`config.mk`:
```
export PLATFORM = sky130hd
export DESIGN_NAME = display_scan_ctrl
export DESIGN_NICKNAME = d
export VERILOG_FILES = /design/src/rtl/display_pkg.sv /design/src/rtl/bin2bcd_seq.sv /design/src/rtl/display_scan_ctrl.sv
export SDC_FILE = /design/constraint.sdc
export NUM_CORES = 1
export LEC_CHECK = 0
export ABC_AREA = 1
export BUFFER_PORTS_ARGS = -buffer_cell sky130_fd_sc_hd__buf_4
export CORE_ASPECT_RATIO = 1.75
export CORE_MARGIN = 10
export CORE_UTILIZATION = 45
export CTS_CLUSTER_SIZE = 8
export DETAILED_ROUTE_END_ITERATION = 6
export RECOVER_POWER = 100
export SLEW_MARGIN = 40
export SYNTH_ARGS = -nofsm -noshare
export SYNTH_HDL_FRONTEND = slang
export SYNTH_SLANG_ARGS = --single-unit
```
`constraint.sdc`:
```
create_clock -name clk -period 1.5 [get_ports clk]
set_input_delay 0.3 -clock clk [delete_from_list [all_inputs] [get_ports clk]]
set_output_delay 0.3 -clock clk [all_outputs]
set_load 0.03 [all_outputs]
```
`src/rtl/display_pkg.sv`:
```
// Shared constants, conversion FSM states and the double-dabble nibble adjust
// used by display_scan_ctrl and bin2bcd_seq.
package display_pkg;

    localparam logic [1:0] DIG_HUNDREDS = 2'd0;
    localparam logic [1:0] DIG_TENS     = 2'd1;
    localparam logic [1:0] DIG_ONES     = 2'd2;
    localparam logic [1:0] DIG_LAST     = DIG_ONES;
    localparam logic [9:0] BCD_MAX      = 10'd999;

    typedef enum logic [1:0] {IDLE, SHIFT, COMMIT} conv_state_e;

    function automatic logic [3:0] dd_adj(input logic [3:0] n);
        return (n >= 4'd5) ? n + 4'd3 : n;
    endfunction

endpackage

```
`src/rtl/bin2bcd_seq.sv`:
```
// Serial double-dabble converter: one add-3/shift step per clock for VAL_W
// clocks, then one COMMIT cycle with done=1 while bcd holds the result.
import display_pkg::*;

module bin2bcd_seq #(
    parameter int VAL_W = 10
) (
    input  logic             clk,
    input  logic             rst_n,
    input  logic             start,
    input  logic [VAL_W-1:0] bin,
    output logic             busy,
    output logic             done,
    output logic [11:0]      bcd
);
    localparam int SW = 12 + VAL_W;
    localparam int CW = $clog2(VAL_W + 1);

    conv_state_e   state_q;
    logic [SW-1:0] scr_q;
    logic [SW-1:0] scr_adj;
    logic [SW-1:0] scr_shl;
    logic [CW-1:0] bit_cnt_q;
    logic          busy_q;
    logic          done_q;

    always_comb begin
        scr_adj = {dd_adj(scr_q[SW-1 -: 4]), dd_adj(scr_q[SW-5 -: 4]),
                   dd_adj(scr_q[SW-9 -: 4]), scr_q[VAL_W-1:0]};
        scr_shl = {scr_adj[SW-2:0], 1'b0};
    end

    always_ff @(posedge clk or negedge rst_n) begin
        if (!rst_n) begin
            state_q   <= IDLE;
            scr_q     <= '0;
            bit_cnt_q <= '0;
            busy_q    <= 1'b0;
            done_q    <= 1'b0;
        end else begin
            case (state_q)
                IDLE: begin
                    if (start) begin
                        scr_q     <= {12'd0, bin};
                        bit_cnt_q <= '0;
                        busy_q    <= 1'b1;
                        state_q   <= SHIFT;
                    end
                end
                SHIFT: begin
                    scr_q     <= scr_shl;
                    bit_cnt_q <= bit_cnt_q + CW'(1);
                    if (bit_cnt_q == CW'(VAL_W - 1)) begin
                        done_q  <= 1'b1;
                        state_q <= COMMIT;
                    end
                end
                COMMIT: begin
                    done_q  <= 1'b0;
                    busy_q  <= 1'b0;
                    state_q <= IDLE;
                end
                default: state_q <= IDLE;
            endcase
        end
    end

    assign busy = busy_q;
    assign done = done_q;
    assign bcd  = scr_q[SW-1 -: 12];

endmodule

```
`src/rtl/display_scan_ctrl.sv`:
```
// 3-digit scan controller: captures a saturated value, converts it to BCD and
// multiplexes the digits. Optional: LEADING_ZERO_BLANK_EN blanks leading zeros.
import display_pkg::*;

module display_scan_ctrl #(
    parameter int REFRESH_DIV = 100000,
    parameter int VAL_W       = 10
) (
    input  logic             clk,
    input  logic             rst_n,
    input  logic [VAL_W-1:0] val_in,
    input  logic             val_valid,
    output logic             val_ready,
    output logic [1:0]       dig_sel,
    output logic [3:0]       dig_bcd,
    output logic             dig_blank
);
    localparam int CNT_W = $clog2(REFRESH_DIV);

    logic [CNT_W-1:0] presc_q, presc_d;
    logic [1:0]       sel_q, sel_d;
    logic [11:0]      disp_q, disp_d;
    logic [3:0]       bcd_q, bcd_d;
    logic             blank_q, blank_d;
    logic             tick;
    logic             busy, done, start;
    logic [11:0]      conv_bcd;
    logic [VAL_W-1:0] val_sat;

    assign val_ready = ~busy;
    assign start     = val_valid & val_ready;
    assign val_sat   = (val_in > VAL_W'(BCD_MAX)) ? VAL_W'(BCD_MAX) : val_in;

    bin2bcd_seq #(.VAL_W(VAL_W)) u_conv (
        .clk   (clk),
        .rst_n (rst_n),
        .start (start),
        .bin   (val_sat),
        .busy  (busy),
        .done  (done),
        .bcd   (conv_bcd)
    );

    always_comb begin
        tick    = (presc_q == CNT_W'(REFRESH_DIV - 1));
        presc_d = tick ? '0 : presc_q + CNT_W'(1);
        sel_d   = sel_q;
        if (tick) sel_d = (sel_q == DIG_LAST) ? DIG_HUNDREDS : sel_q + 2'd1;
        disp_d  = done ? conv_bcd : disp_q;
        // Digit and blank are derived from the next-state display so a commit
        // landing on a scan tick already shows the new value in the new slot.
        case (sel_d)
            DIG_HUNDREDS: bcd_d = disp_d[11:8];
            DIG_TENS:     bcd_d = disp_d[7:4];
            default:      bcd_d = disp_d[3:0];
        endcase
`ifdef LEADING_ZERO_BLANK_EN
        blank_d = ((sel_d == DIG_HUNDREDS) && (disp_d[11:8] == 4'd0)) ||
                  ((sel_d == DIG_TENS) && (disp_d[11:8] == 4'd0) && (disp_d[7:4] == 4'd0));
`else
        blank_d = 1'b0;
`endif
    end

    always_ff @(posedge clk or negedge rst_n) begin
        if (!rst_n) begin
            presc_q <= '0;
            sel_q   <= DIG_HUNDREDS;
            disp_q  <= '0;
            bcd_q   <= '0;
            blank_q <= 1'b0;
        end else begin
            presc_q <= presc_d;
            sel_q   <= sel_d;
            disp_q  <= disp_d;
            bcd_q   <= bcd_d;
            blank_q <= blank_d;
        end
    end

    assign dig_sel   = sel_q;
    assign dig_bcd   = bcd_q;
    assign dig_blank = blank_q;

endmodule
```
==> results of run 1 <==
-- metal layers --
metal  share of wire [%]  vias to the layer above  wire length [µm]  global-route usage, %
met5                   0                        -                 0                      0
met4                 4.6                        0               354                   9.56
met3                 2.8                       25               220                   3.38
met2                  55                       57              4280                   25.1
met1                  37                     1309              2910                   12.9
li1                    -                     1343                 -                      -
-- layout by cell type (no fill, tap or decap), types with 2 or more instances in the layout --
cell and n:
clkinvlp_4 4, clkbuf_1 10, o21ai_0 36, nand3_1 14, nand2_2 5, clkbuf_16 9, nand2_1 54, o211ai_1 4
nand4_1 12, and3_1 2, bufinv_16 3, clkbuf_2 4, nand2_4 9, xor2_1 8, buf_6 3, a31oi_1 4
xnor2_1 3, nor3_1 5, ha_1 8, nor2_1 33, nor3_4 3, o22ai_1 9, nand3_2 6, dfrtp_1 64
nor2_2 3, a21oi_1 10, inv_2 8, inv_1 50, nand3_4 3, o32ai_1 2, buf_4 26, nor2_4 2
buf_12 2
-- how the worst min path moves through the flow --
stage	to	startpoint	slack [ps]
2_1_floorplan	dig_bcd[0]$_DFF_PN0_	rst_n	4
3_3_place_gp	presc_q[9]$_DFF_PN0_	rst_n	210
3_5_place_dp	presc_q[9]$_DFF_PN0_	rst_n	210
4_1_cts	u_conv.scr_q[4]$_DFFE_PN0P_	val_in[4]	200
5_1_grt	u_conv.scr_q[4]$_DFFE_PN0P_	val_in[4]	210
6_report	u_conv.scr_q[4]$_DFFE_PN0P_	val_in[4]	210
-- flip-flops by register name, summed over array words and instances, names as in the netlist --
name              flops
u_conv.scr_q         22
u_conv.bit_cnt_q      4
u_conv.busy           1
u_conv.state_q        2
presc_q              17
dig_bcd               4
disp_q               12
dig_sel               2
u_conv.done           1
-- worst max-delay path, cell delays in order, from the launching register on --
cell	delay (ps)
dfrtp_1	370
buf_6	120
ha_4	160
nand3_4	110
nor2_4	140
nand3_4	120
nand2_4	90
nand2_4	90
nand3_1	130
nand3_2	80
-- cells by family after synthesis --
kind of cell | after synthesis | share of synthesized area [%]
buffers and inverters | 69 | 8.31
adder cells (fa/ha/maj) | 9 | 3.43
other | 1 | 0.114
AO/OA/AOI/OAI | 68 | 11.5
AND/OR/NAND/NOR | 155 | 24.1
XOR/XNOR | 11 | 2.94
flip-flops | 65 | 49.6
-- power breakdown --
group          internal [µW]  switching (µW)
logic                    944            1590
clock network           1620             771
registers               2330             285
total                   4900            2650
-- Yosys cell counts (4+ instances only) --
library cell  number  area (µm²)
nand4_1           12        75.1
o22ai_1            9        56.3
nand3_1           16        80.1
xor2_1             8        70.1
o21ai_0           37         185
a31oi_1            4        25.0
nor3_1             5        25.0
buf_2              4        20.0
nand2_1           59         221
ha_1               9         113
nand3_2            5        50.1
nand2_2            6        37.5
dfrtp_1           65        1630
inv_1             57         214
a21oi_1           10        50.1
nor2_1            37         139
o211ai_1           4        30.0
-- repair_timing --
action                                  4_1_cts  5_1_grt
hold buffers                                  1        0
endpoints found under the setup margin        4       19
hold endpoints to repair                     18        0
gates cloned                                  0        1
buffers inserted                              2        7
pin swaps                                     3       17
gates resized for setup                       7       36
-- through the flow --
stage	cell area (µm²)	TNS (ps)	instances	total power [µW]
after floorplan	3280	0	378	4280
after global placement	3670	-145	493	5010
after detailed placement	3670	-249	493	5080
after CTS	4070	0	511	7520
after global routing	4170	-1230	519	8090
final	4170	-9.95	519	7540
-- final cells by class --
type                            count  area share, %
Tap cell                           86           2.58
Inverter                           60           5.62
Multi-Input combinational cell    244           36.0
Timing Repair inverter              1          0.180
Timing Repair Buffer               47           8.26
Sequential cell                    65           39.1
Clock buffer                        9           5.41
Clock inverter                      7           2.85
==> impl_metrics.json, run 1 <==
{
  "cp-startpoint": "presc_q[1]$_DFF_PN0_",
  "r2r-start": "presc_q[1]$_DFF_PN0_",
  "die_h_um": 133,
  "violations": "setup timing",
  "cts_sinks": 65,
  "tightest_slew_ps": 529,
  "fmax_ghz": 0.663,
  "slew_viol_final": 0,
  "cts-root-buf": "clkbuf_16",
  "status": "complete, but fails checks",
  "synthCells": 378,
  "post-route-period-util_pct": 101,
  "grt_usage_pct": 13.8,
  "synth_top_flop_cell": "dfrtp_1",
  "finalSetupViolCount": 2,
  "clk_pin_slew_ps": 60,
  "pwr_density_cell_nw_per_um2": 1810,
  "postRouteAntennaNets": 0,
  "ys_seq_area_share_pct": 49.6,
  "place_hpwl_um": 5530,
  "io_buffers": 19,
  "synth_cell_types": 35,
  "finClkSkew_ps": 6.57,
  "maxSlewHeadroom_pct": 64.4,
  "routed_wl_um": 7760,
  "hold_viol": 0,
  "fp-row-count": 41,
  "post-route-drc-count": 0,
  "dp_slack_ps": -249,
  "crit_fanout": 5,
  "nets": 450,
  "yosysWarnings": 0,
  "synth_edf_count": 0,
  "reg2regPathDepth": 9,
  "reg2reg_slack_ps": -8,
  "area.sequential_um2": 1630,
  "rsz0062_at_grt": "yes",
  "cts_tree": "built",
  "postSynthNetCount": 400,
  "grt_pass1_wl_um": 12500,
  "place.gp.congestion": 0.917,
  "grt.overflow.total": 0,
  "cts_max_level": 3,
  "synth_area_um2": 3280,
  "grt_pass1_vias": 2716,
  "area_growth_pct": 27.0,
  "via_count": 2734,
  "min_period_ps": 1510,
  "drt_iter0_drc": 100,
  "cap_violations": 0,
  "worstSetupPathType": "reg -> reg",
  "cp.arrival_ps": 1720,
  "dieArea_um2": 11200,
  "fin_util_pct": 58.0,
  "endpoint": "dig_bcd[1]$_DFF_PN0_",
  "vias_per_cell": 5.27,
  "cp-end-kind": "flip-flop",
  "nFillCells": 667,
  "multiInputGateArea_um2": 1500,
  "critPathLaunchType": "flip-flop",
  "r2r-end": "dig_bcd[1]$_DFF_PN0_",
  "holdPathStages": 3,
  "grt_max_degree": 31,
  "start_util_pct": 45.7,
  "drive_gt1_share_pct": 23.1,
  "ys_ff_latch": 65,
  "hold_path_class": "in -> reg",
  "core_area_um2": 7180,
  "antenna_found_initial": 0,
  "clk_latency_ps": 330,
  "die_x_um": 84.6,
  "async_flop_share_pct": 100,
  "antenna_cells": 0,
  "syn-mean-instance-area_um2": 8.68,
  "drtPass1Iterations": 4,
  "io_pins": 21,
  "ir_drop_mv": 1.10,
  "crit_required_ps": 1710,
  "numCtsBuffers": 9,
  "cts_buffer_depth": 2,
  "holdWs_ps": 212,
  "power.leakage_uw": 0.00208,
  "fin_ws_ps": -7.88,
  "wire_per_inst_um": 15.0
}
(Power assumes the default switching activity.)
==> inputs of run 2 (changes only) <==
clock period = 1.71 ns   (was 1.5 ns; I/O delays follow)
==> impl_metrics.json, run 2 (synthesized netlist as in run 1, its figures left out) <==
{
  "start_util_pct": 45.7,
  "tightest_slew_ps": 700,
  "grt_usage_pct": 13.3,
  "fin_util_pct": 53.0,
  "die_x_um": 84.6,
  "rsz0062_at_grt": "no",
  "postRouteAntennaNets": 0,
  "antenna_found_initial": 0,
  "crit_required_ps": 1930,
  "cap_violations": 0,
  "drt_iter0_drc": 114,
  "reg2regPathDepth": 5,
  "ir_drop_mv": 1.04,
  "critPathLaunchType": "flip-flop",
  "reg2reg_slack_ps": 140,
  "place.gp.congestion": 0.901,
  "routed_wl_um": 7160,
  "area_growth_pct": 15.9,
  "finalSetupViolCount": 0,
  "cts_max_level": 3,
  "place_hpwl_um": 5430,
  "maxSlewHeadroom_pct": 53.3,
  "cp-end-kind": "flip-flop",
  "area.sequential_um2": 1630,
  "die_h_um": 133,
  "crit_fanout": 7,
  "fin_ws_ps": 137,
  "cts_buffer_depth": 2,
  "via_count": 2548,
  "fp-row-count": 41,
  "dp_slack_ps": 98.6,
  "cp.arrival_ps": 1790,
  "post-route-drc-count": 0,
  "wire_per_inst_um": 14.4,
  "multiInputGateArea_um2": 1380,
  "nets": 429,
  "grt_pass1_wl_um": 12200,
  "hold_path_class": "in -> reg",
  "cts_setup_buffers": 0,
  "holdWs_ps": 261,
  "reg_top3": "u_conv.scr_q x22, presc_q x17, disp_q x12",
  "clk_pin_slew_ps": 50,
  "fmax_ghz": 0.636,
  "largest_reg_flops": 22,
  "nFillCells": 719,
  "post-route-period-util_pct": 92.0,
  "endpoint": "presc_q[11]$_DFF_PN0_",
  "tns_ps": 0,
  "power_uw": 5940,
  "cts-root-buf": "clkbuf_16",
  "worstSetupPathType": "reg -> reg",
  "pwr_density_cell_nw_per_um2": 1560,
  "io_pins": 21,
  "core_area_um2": 7180,
  "min_period_ps": 1570,
  "top_register": "u_conv.scr_q",
  "final_cell_mix": "dfrtp_1, nand2_1, inv_1, nor2_1, o21ai_0",
  "power.leakage_uw": 0.00189,
  "grt.overflow.total": 0,
  "drtPass1Iterations": 4,
  "drive_gt1_share_pct": 13.8,
  "cts_tree": "built",
  "grt_max_degree": 41,
  "r2r-end": "presc_q[11]$_DFF_PN0_",
  "status": "completed",
  "cp-startpoint": "presc_q[8]$_DFF_PN0_",
  "r2r-start": "presc_q[8]$_DFF_PN0_",
  "final_common_cell": "dfrtp_1",
  "grt_pass1_vias": 2669,
  "dieArea_um2": 11200,
  "numCtsBuffers": 9,
  "hold_viol": 0,
  "cts_sinks": 65,
  "slew_viol_final": 0,
  "clk_latency_ps": 330,
  "antenna_cells": 0,
  "vias_per_cell": 5.12,
  "finClkSkew_ps": 6.83,
  "io_buffers": 19
}
[run 2: cell count changes in the layout (fill, tap and decap cells not counted), moves of 4 or more]
cell / before / now
buf_4: 26 / 15
inv_1: 50 / 58
inv_2: 8 / 1
nand2_1: 54 / 59
nand2_4: 9 / 3
nor2_1: 33 / 37
[run 2: where the power goes]
| part | switching, µW | internal, µW |
|---|---|---|
| clock | 673 | 1050 |
| combinational | 1280 | 655 |
| sequential | 238 | 2050 |
[run 2: worst min path at each step]
stage / endpoint / depth (start not counted) / startpoint / slack, ps
3_5_place_dp: presc_q[13]$_DFF_PN0_ / 1 / rst_n / 280
3_3_place_gp: presc_q[13]$_DFF_PN0_ / 1 / rst_n / 280
2_1_floorplan: dig_bcd[0]$_DFF_PN0_ / 0 / rst_n / 50
6_report: u_conv.scr_q[3]$_DFFE_PN0P_ / 3 / val_in[3] / 260
4_1_cts: u_conv.scr_q[3]$_DFFE_PN0P_ / 3 / val_in[3] / 250
5_1_grt: u_conv.scr_q[4]$_DFFE_PN0P_ / 3 / val_in[4] / 270
[run 2: critical path, stage by stage, from the launching register on]
cell,delay (ps)
dfrtp_1,490
inv_1,200
nor3_1,250
nor3b_1,310
xnor2_1,160
inv_1,50
[run 2: area by class of cell]
type                    count  share of cell area [%]
clock buffers              11                    6.64
clock inverters             5                   0.789
inverters                  60                    6.05
multi-input cells         244                    36.1
flip-flops and latches     65                    42.7
well taps                  86                    2.83
repair buffers             27                    4.80
[run 2: metrics by stage]
stage / instance area (µm²) / instances
finish: 3800 / 498
global route: 3800 / 498
CTS: 3850 / 498
detailed placement: 3550 / 481
global placement: 3550 / 481
floorplan: 3280 / 378
[run 2: timing repair]
action / CTS / global route
gates resized for setup: 0 / 2
hold buffers: 1 / 0
endpoints found under the hold margin: 25 / 0
endpoints found under the setup margin: 0 / 4
[run 2: routing by layer]
layer  global-route usage [%]  wire (µm)
met2                     23.7       3780
met5                        0          0
met1                     13.6       2910
met4                     7.35        260
met3                     3.38        207
==> inputs of run 3 (changes only) <==
clock period = 1.4 ns   (was 1.71 ns; I/O delays follow)
==> impl_metrics.json, run 3 (synthesized netlist as in run 1, its figures left out) <==
{
  "finClkSkew_ps": 5.48,
  "numCtsBuffers": 9,
  "postRouteAntennaNets": 0,
  "critPathLaunchType": "flip-flop",
  "fp-row-count": 41,
  "antenna_found_initial": 0,
  "place_hpwl_um": 5630,
  "finalSetupViolCount": 6,
  "wire_per_inst_um": 14.6,
  "min_period_ps": 1430,
  "post-route-period-util_pct": 102,
  "cts_tree": "built",
  "start_util_pct": 45.7,
  "power.leakage_uw": 0.00219,
  "cap_violations": 0,
  "io_pins": 21,
  "tightest_slew_ps": 832,
  "pwr-share-comb_pct": 35.4,
  "cts_buffer_depth": 2,
  "p_seq_share_pct": 33.6,
  "die_h_um": 133,
  "die_x_um": 84.6,
  "nFillCells": 660,
  "power.clock.fraction_pct": 31.0,
  "cp.arrival_ps": 1640,
  "drtPass1Iterations": 4,
  "crit_required_ps": 1610,
  "crit_fanout": 5,
  "post-route-drc-count": 0,
  "io_buffers": 19,
  "grt_pass1_wl_um": 13200,
  "worstSetupPathType": "reg -> reg",
  "grt_max_degree": 66,
  "post-route-cell-area_um2": 4340,
  "final_common_cell": "dfrtp_1",
  "cp-end-kind": "flip-flop",
  "grt_pass1_vias": 2923,
  "violations": "setup timing",
  "core_area_um2": 7180,
  "vias_per_cell": 5.20,
  "tns_ps": -118,
  "fmax_ghz": 0.701,
  "nets": 469,
  "fin_ws_ps": -26.6,
  "place_area_um2": 3840,
  "crit_chain": "inv_1, nand2_1, nor3_4, nand4_1, nand2_4, inv_6, nand2_2, nand3_2",
  "switchingPower_uw": 2950,
  "critPathSlowestCell": "dfrtp_1",
  "intPower_uw": 5360,
  "largest_reg_flops": 22,
  "hold_viol": 0,
  "cts_sinks": 65,
  "grt.overflow.total": 0,
  "dieArea_um2": 11200,
  "area_growth_pct": 32.4,
  "swShare_pct": 35.5,
  "ir_drop_mv": 1.20,
  "grt_usage_pct": 14.3,
  "drt_iter0_drc": 143,
  "slew_viol_final": 0,
  "antenna_cells": 0,
  "maxSlewHeadroom_pct": 44.5,
  "critPathMaxStageDelay_ps": 390,
  "clk_latency_ps": 330,
  "status": "complete, but fails checks",
  "hold_path_class": "in -> reg",
  "rsz0062_at_grt": "yes",
  "pwr_density_cell_nw_per_um2": 1910,
  "final_cells": 538,
  "reg_top3": "u_conv.scr_q x22, presc_q x17, disp_q x12",
  "drive_gt1_share_pct": 29.6,
  "clk_pin_slew_ps": 60,
  "top_register": "u_conv.scr_q",
  "dp_slack_ps": -45.5,
  "placed_cells": 514,
  "place.gp.congestion": 0.899,
  "cts_max_level": 3,
  "via_count": 2797,
  "power_uw": 8310,
  "final_cell_mix": "dfrtp_1, nand2_1, inv_1, buf_4, o21ai_0",
  "cts-root-buf": "clkbuf_16",
  "routed_wl_um": 7850
}
[run 3: cell count changes in the layout (fill, tap and decap cells not counted), moves of 4 or more]
cell      change
nand3_1       -7
buf_4        +31
nor2_1        -7
nand3_2       +7
buf_6         +4
nor2_2        +6
inv_1         -8
o21ai_0       -6
clkbuf_4      +4
o21ai_1       +5
inv_2         +7
[run 3: final timing paths]
path                                                  start                          end  slack [ps]  depth (start not counted)
worst min register to register  u_conv.scr_q[0]$_DFFE_PN0P_  u_conv.scr_q[0]$_DFFE_PN0P_         500                          2
worst max-delay path                   presc_q[5]$_DFF_PN0_         dig_bcd[2]$_DFF_PN0_         -30                          8
max in group asynchronous                             rst_n  u_conv.scr_q[5]$_DFFE_PN0P_         150                          3
worst min-delay path                              val_in[4]  u_conv.scr_q[4]$_DFFE_PN0P_         210                          3
min in group asynchronous                             rst_n         presc_q[4]$_DFF_PN0_         700                          3
worst max register to register         presc_q[5]$_DFF_PN0_         dig_bcd[2]$_DFF_PN0_         -30                          8
[run 3: layout make-up]
| type | instances | area, µm² | area share (%) |
|---|---|---|---|
| sequential | 65 | 1630 | 37.4 |
| multi-input combinational | 244 | 1530 | 35.3 |
| timing repair buffer | 66 | 493 | 11.3 |
| inverter | 60 | 234 | 5.39 |
| clock buffer | 9 | 225 | 5.18 |
| clock inverter | 7 | 119 | 2.74 |
| tap | 86 | 108 | 2.48 |
| timing repair inverter | 1 | 5.00 | 0.115 |
[run 3: power groups by stage]
stage / Combinational [µW] / Sequential [µW] / Clock [µW]
global route: 3330 / 2860 / 2680
floorplan: 1740 / 2850 / 0
finish: 2950 / 2790 / 2570
global placement: 2620 / 2810 / 0
CTS: 2750 / 2800 / 2630
detailed placement: 2710 / 2810 / 0
[run 3: metal layers]
metal / track usage [%] / routed length [µm] / vias to the layer above
li1: - / - / 1385
met3: 3.01 / 245 / 26
met1: 14.0 / 2920 / 1325
met2: 26.1 / 4330 / 61
met5: 0 / 0 / -
met4: 8.92 / 353 / 0
[run 3: worst max-delay path, delay by kind of cell (launching register included)]
| family | cells | cell delay (ps) |
|---|---|---|
| buffers and inverters | 2 | 130 |
| and+or+nand+nor | 6 | 790 |
| DFF | 1 | 390 |
[run 3: through the flow]
step	hold WS [ps]	utilization, %
floorplan	-15.6	-
global placement	309	53.5
detailed placement	311	53.5
CTS	202	58.8
global route	213	60.5
finish	209	60.5
[run 3: repair_timing]
item / 4_1_cts / 5_1_grt
endpoints found under the hold margin: 65 / 0
buffers inserted: 0 / 6
resized for setup: 6 / 43
hold buffers: 1 / 0
pin swaps: 4 / 10
gates cloned: 0 / 1
endpoints found under the setup margin: 10 / 35
